==> config.mk <==
export PLATFORM = sky130hd
export DESIGN_NAME = axi_burst_writer
export DESIGN_NICKNAME = d
export VERILOG_FILES = /design/src/rtl/axi_burst_writer.sv
export SDC_FILE = /design/constraint.sdc
export NUM_CORES = 1
export LEC_CHECK = 0
export BUFFER_PORTS_ARGS = -buffer_cell sky130_fd_sc_hd__buf_2
export CORE_ASPECT_RATIO = 0.6
export CORE_MARGIN = 2
export CORE_UTILIZATION = 45
export DETAILED_ROUTE_END_ITERATION = 7
export HOLD_SLACK_MARGIN = 0.05
export PLACE_DENSITY = 0.87
export SYNTH_ARGS = -nofsm -noshare
export SYNTH_HDL_FRONTEND = slang
export SYNTH_SLANG_ARGS = --single-unit
export TNS_END_PERCENT = 50
==> constraint.sdc <==
create_clock -name fclk -period 4.9 [get_ports fclk]
set_input_delay 0.245 -clock fclk [delete_from_list [all_inputs] [get_ports fclk]]
set_output_delay 0.245 -clock fclk [all_outputs]
set_load 0.1 [all_outputs]
==> src/rtl/axi_burst_writer.sv <==
// Drains a FWFT capture FIFO into fixed 16-beat AXI3 INCR write bursts over a circular frame buffer.
// Optional build macro AXI_WRITER_SINGLE_FRAME_EN: stop after one frame until the next start.
module axi_burst_writer #(
    parameter int FRAME_BYTES = 307200,
    parameter int ADDR_W      = 32
) (
    input  logic              fclk,
    input  logic              rst,
    input  logic              start,
    input  logic [ADDR_W-1:0] base_addr,
    input  logic [63:0]       fifo_dout,
    input  logic              fifo_valid,
    input  logic              fifo_burst_valid,
    output logic              fifo_rd_en,
    output logic [ADDR_W-1:0] awaddr,
    output logic [3:0]        awlen,
    output logic [2:0]        awsize,
    output logic [1:0]        awburst,
    output logic              awvalid,
    input  logic              awready,
    output logic [63:0]       wdata,
    output logic [7:0]        wstrb,
    output logic              wlast,
    output logic              wvalid,
    input  logic              wready,
    input  logic [1:0]        bresp,
    input  logic              bvalid,
    output logic              bready,
    output logic              frame_done,
    output logic [15:0]       frames_written,
    output logic              busy,
    output logic              error,
    output logic [1:0]        dbg_state
);

    // Handshakes: a transfer happens on a cycle where valid && ready; valid is
    // never a function of ready and, once raised, holds (with its payload)
    // until that transfer.
    typedef enum logic [1:0] {
        S_IDLE = 2'd0,
        S_ADDR = 2'd1,
        S_DATA = 2'd2,
        S_RESP = 2'd3
    } state_t;

    localparam int OFF_W = $clog2(FRAME_BYTES + 1);
    localparam logic [OFF_W-1:0] FRAME_END   = OFF_W'(FRAME_BYTES);
    localparam logic [OFF_W-1:0] BURST_BYTES = OFF_W'(128);

    state_t            state_q, state_d;
    logic              running_q, running_d;
    logic [ADDR_W-1:0] base_q, base_d;
    logic [OFF_W-1:0]  offset_q, offset_d;
    logic [OFF_W-1:0]  offset_next;
    logic [3:0]        beat_q, beat_d;
    logic              error_q, error_d;
    logic [15:0]       frames_q, frames_d;
    logic              frame_done_q, frame_done_d;

    always_ff @(posedge fclk or posedge rst) begin
        if (rst) begin
            state_q      <= S_IDLE;
            running_q    <= 1'b0;
            base_q       <= '0;
            offset_q     <= '0;
            beat_q       <= '0;
            error_q      <= 1'b0;
            frames_q     <= '0;
            frame_done_q <= 1'b0;
        end else begin
            state_q      <= state_d;
            running_q    <= running_d;
            base_q       <= base_d;
            offset_q     <= offset_d;
            beat_q       <= beat_d;
            error_q      <= error_d;
            frames_q     <= frames_d;
            frame_done_q <= frame_done_d;
        end
    end

    always_comb begin
        state_d      = state_q;
        running_d    = running_q;
        base_d       = base_q;
        offset_d     = offset_q;
        beat_d       = beat_q;
        error_d      = error_q;
        frames_d     = frames_q;
        frame_done_d = 1'b0;
        offset_next  = offset_q + BURST_BYTES;
        awvalid      = 1'b0;
        wvalid       = 1'b0;
        wlast        = 1'b0;
        fifo_rd_en   = 1'b0;
        bready       = 1'b0;

        // Arming is only possible while not running, so it never collides
        // with a response being retired below.
        if (start && !running_q) begin
            running_d = 1'b1;
            base_d    = base_addr;
            offset_d  = '0;
            error_d   = 1'b0;
            frames_d  = '0;
        end

        case (state_q)
            S_IDLE: begin
                if (running_q && fifo_burst_valid) begin
                    state_d = S_ADDR;
                end
            end
            S_ADDR: begin
                awvalid = 1'b1;
                beat_d  = '0;
                if (awready) begin
                    state_d = S_DATA;
                end
            end
            S_DATA: begin
                wvalid     = fifo_valid;
                wlast      = (beat_q == 4'd15);
                fifo_rd_en = fifo_valid && wready;
                if (fifo_rd_en) begin
                    beat_d = beat_q + 4'd1;
                    if (wlast) begin
                        state_d = S_RESP;
                    end
                end
            end
            S_RESP: begin
                bready = 1'b1;
                if (bvalid) begin
                    error_d = error_q | (bresp != 2'b00);
                    state_d = S_IDLE;
                    if (offset_next == FRAME_END) begin
                        offset_d     = '0;
                        frame_done_d = 1'b1;
                        frames_d     = frames_q + 16'd1;
`ifdef AXI_WRITER_SINGLE_FRAME_EN
                        running_d    = 1'b0;
`endif
                    end else begin
                        offset_d = offset_next;
                    end
                end
            end
            default: state_d = S_IDLE;
        endcase
    end

    assign awaddr         = base_q + ADDR_W'(offset_q);
    assign awlen          = 4'd15;
    assign awsize         = 3'd3;
    assign awburst        = 2'b01;
    assign wdata          = fifo_dout;
    assign wstrb          = 8'hFF;
    assign frame_done     = frame_done_q;
    assign frames_written = frames_q;
    assign busy           = running_q;
    assign error          = error_q;
    assign dbg_state      = state_q;

endmodule

==> impl_summary.md <==
Pwr
Sequential cells burn 29.4% of the power. The worst supply voltage drop on vdd is roughly 530 uV. The power dissipated by switching net loads is between 1000 and 1500 uW. The areal power density over the cells is 448 nW/um2. The proportion of total power due to net switching is a little under half. The combinational share of power is between 40% and 50%. The total power after layout is 2640 uW. The proportion of power drawn by the clock network is around 29%.

The design internal power is between 1000 and 1500 uW. The analysis attributes to cell leakage a power of 0.00293 uW.

Place
During placement, the flow inserted port buffers numbering 99. Routability-driven placement finished with a final weighted congestion of about 0.92. The HPWL after detailed placement is 9.27 mm.

Synth
After Yosys synthesis, and, or, nand and nor cells account for between 15 and 20% of the synthesized area. After synthesis, the largest family of logic cells by area is simple AND/OR/NAND/NOR gates. The count of synthesis-stage warnings from yosys is 0. Among all flip-flop cells after synthesis, the most frequent one is dfrtp_1. Synthesis instantiated just under 60 different standard cells from the library. Counting flops with an async set or reset pin after synthesis yields a share of 100%. After Yosys synthesis, full adders, half adders and majority gates account for about 6.5% of the synthesized area. Of the total synthesized cell area, the portion taken by XOR and XNOR cells is approximately 5.7%. The number of flops mapped to enable cells by yosys is 0. Synthesis inferred between 70 and 80 register bits. Measured against the total synthesized area, the mux share comes to under 10%. The average cell area after synthesis is just over 9 um2.

The compound-cell area share of the yosys netlist is ~14%. Synthesis produced a netlist whose cell count is roughly 600. The mapped netlist covers 5490 um2. The sequential cell area fraction in the yosys report is approximately a third.

Routing
For this block, the via count after detailed routing is approximately 4300. The via-per-instance ratio is 5.48. The count of nets left with antenna violations once routing finished came out at 0. The first detailed-routing pass took 5 iterations.

The final wirelength is ~12 mm. The final routed DRC violation total is 0. In the final routed layout, each cell accounts on average for ~16 um. The violation count after the first detailed-route iteration is ~280.

Hold path
The worst hold-check path type is input pin to flop.

Clocking
The later pin in the worst-skew pair is clocked with a latency of between 0.3 and 0.4 ns. The CTS tree is built. The root cell of the clock tree is clkbuf_16. The maximum buffer depth of the clock tree is 2. The post-CTS setup repair buffer count is 0. The number of buffers added by the clock tree synthesis step is 9. The tree built by TritonCTS fans out to between 70 and 80 sinks. After clock tree synthesis, the clock-pin slew on the worst setup and hold paths is about 0.060 ns.

CTS built an H-tree with a depth of 3. After clock tree synthesis, the repair step resized 0 gates.

STA
The maximum clock frequency is 286 MHz. The worst clock skew is roughly 0.011 ns. The count of final max-slew check failures is 0. The worst pin sits at a relative slew slack of between 20% and 30%. On the final layout, the worst hold slack is approximately 0.13 ns. Setup repair after global routing left no endpoint under its margin. The clock period minus worst slack is 3.49 ns. The final number of hold-violating endpoints is 0.

The accumulated negative setup slack is 0 ns. The period utilization is 71.2%. At the pin with the least slew margin, the transition time is 1.11 ns. Setup violations remaining at the end of the flow were counted as 0.

Global route
Across every metal layer, demand over resource in global routing totals 19.1%. Entering global routing, the biggest net connects 47 pins. The number of antenna violations at the first check in global routing came to 0. The global routing met2 resource utilization is 27.7%. For this run, global-route usage on met1 was measured as between 20% and 30%. Global routing used 7.35% of the available met3 tracks. The remaining global-route overflow is 0. The via count of the first global-routing pass is 3918. The highest-utilization routing layer at the global route stage is met2.

The first global-routing pass estimated between 15 and 20 mm of wire.

Worst setup path
The largest fanout on the critical path is 10. Data on the critical path is required at its endpoint by 4.66 ns. The critical path data arrival time is approximately 3.3 ns. The worst setup path is captured at a primary output. The startpoint-to-endpoint class of the critical path is flop to primary output.

The kind of start point of the critical path is a flop.

Floorplan
The core area is 12000 um2. The height of the die is 89.5 um. The cell row count is 31.

For this configuration, the core starts out at a cell density of about 46%. The total die area is roughly 13000 um2. For this design the top-level I/O count stands at approximately 250.

The die is between 100 and 150 um wide.

Layout
The area overhead of the layout relative to synthesis is 7.25%. 0 antenna diodes ended up in the layout. The fraction of layout cells with a size suffix above 1 is 26.4%. The net count of the finished layout is 750. The count of fill cells added during filler insertion is about 1100. The top cell types in the final layout, fill and taps aside, are 99 x buf_2, 76 x dfrtp_1, 43 x nand2_1. The library cell used most frequently in the layout, excluding fill and tap cells, is buf_2. The utilization after layout is 49.1%. The multi-input gate area in the final layout is approximately 2900 um2. In the final layout, flip-flops and latches occupy around 1900 um2.

Outcome
The run finished with clean final reports.

Flow run
The max-capacitance violation count is 0.
Yosys cell counts, types with 2 or more instances:
cell	n	area, um2
mux2_2	33	372
a21oi_1	33	165
o2bb2ai_1	2	17.5
nand3_1	28	140
buf_4	85	638
and4_1	2	17.5
nor3b_1	4	30.0
a211o_1	8	70.1
o22ai_1	3	18.8
mux2_4	2	30.0
buf_2	2	10.0
a22o_1	3	26.3
nand2_1	43	161
inv_1	15	56.3
a311oi_1	2	17.5
o211ai_1	2	15.0
and3_1	18	113
o21a_1	2	15.0
a21o_1	17	128
or3_1	4	25.0
a31oi_1	6	37.5
a211oi_1	2	15.0
nor2b_1	3	18.8
xnor2_1	26	228
o31ai_1	2	15.0
or2_2	2	12.5
and2_1	2	12.5
a22oi_1	3	22.5
o21bai_1	3	22.5
ha_1	27	338
dfrtp_1	76	1900
nand2b_1	8	50.1
nor4b_1	2	17.5
nand4_1	16	100
nor2_1	25	93.8
nor3_1	10	50.1
xor2_1	10	87.6
o21ai_0	26	130
conb_1	2	7.51
buf_6	3	33.8
clkbuf_1	11	41.3
path summary, 6_finish.rpt:
path                              start            endpoint  slack (ns)  depth (start not counted)
max                        offset_q[15]          awaddr[31]        1.41                          9
min                               start                busy        0.13                          2
max reg2reg                 offset_q[7]         offset_q[0]        1.65                          7
min reg2reg                       error               error        0.48                          2
max in group asynchronous           rst           base_q[6]        3.28                          4
min in group asynchronous           rst  frames_written[15]        0.56                          3
layer usage:
metal | vias up | routed length [um] | share of wire (%)
met5 | - | 0 | 0
met4 | 0 | 64 | 0.52
met3 | 9 | 1290 | 11
met2 | 226 | 4900 | 40
met1 | 2016 | 5940 | 49
li1 | 2060 | - | -
metrics by stage:
| stage | std cells | worst slack [ns] | instance area [um2] |
|---|---|---|---|
| final | 786 | 1.41 | 5890 |
| after global placement | 769 | 1.85 | 5530 |
| after CTS | 786 | 1.44 | 5890 |
| after detailed placement | 769 | 1.71 | 5530 |
| after global routing | 786 | 1.16 | 5890 |
| after floorplan | 606 | 1.24 | 5540 |
logic make-up after synthesis:
group | count (synthesis)
adders and majority gates | 28
AOI/OAI and AO/OA | 118
other | 2
and+or+nand+nor | 178
DFF | 76
buffers and inverters | 117
muxes | 36
xor gates and xnor gates | 36
repair_timing:
| action | 4_1_cts | 5_1_grt |
|---|---|---|
| endpoints found under the hold margin | 30 | 0 |
| setup endpoints to repair | 0 | 0 |
| hold buffers | 1 | 0 |
area by class of cell:
class                      instances  share of cell area (%)
clock buffer                      10                    3.89
clock inverter                     6                    1.91
inverter                          15                   0.957
multi-input combinational        413                    48.7
sequential                        76                    32.3
tap                              165                    3.51
timing repair buffer             101                    8.72
sequential cells by signal (all words and copies together) (netlist names):
name	cells
dbg_state	2
frames_written	16
base_q	32
beat_q	4
offset_q	19
error	1
busy	1
frame_done	1
power by group through the flow:
stage          Clock [uW]  Sequential [uW]  Combinational [uW]
6_report              758              774                1110
3_5_place_dp            0              785                1100
3_3_place_gp            0              780                1090
5_1_grt               808              788                1160
2_1_floorplan           0              820                1150
4_1_cts               776              774                1100
worst max-delay path: stages, from the launching register on:
cell and delay, ns:
dfrtp_1 0.50, ha_1 0.41, a21o_1 0.24, a21oi_1 0.29, o211ai_1 0.18, a311oi_1 0.29
nand2_1 0.24, nand4_1 0.17, xnor2_1 0.14, buf_2 0.45
No activity file was read; power rests on OpenSTA's default activity.
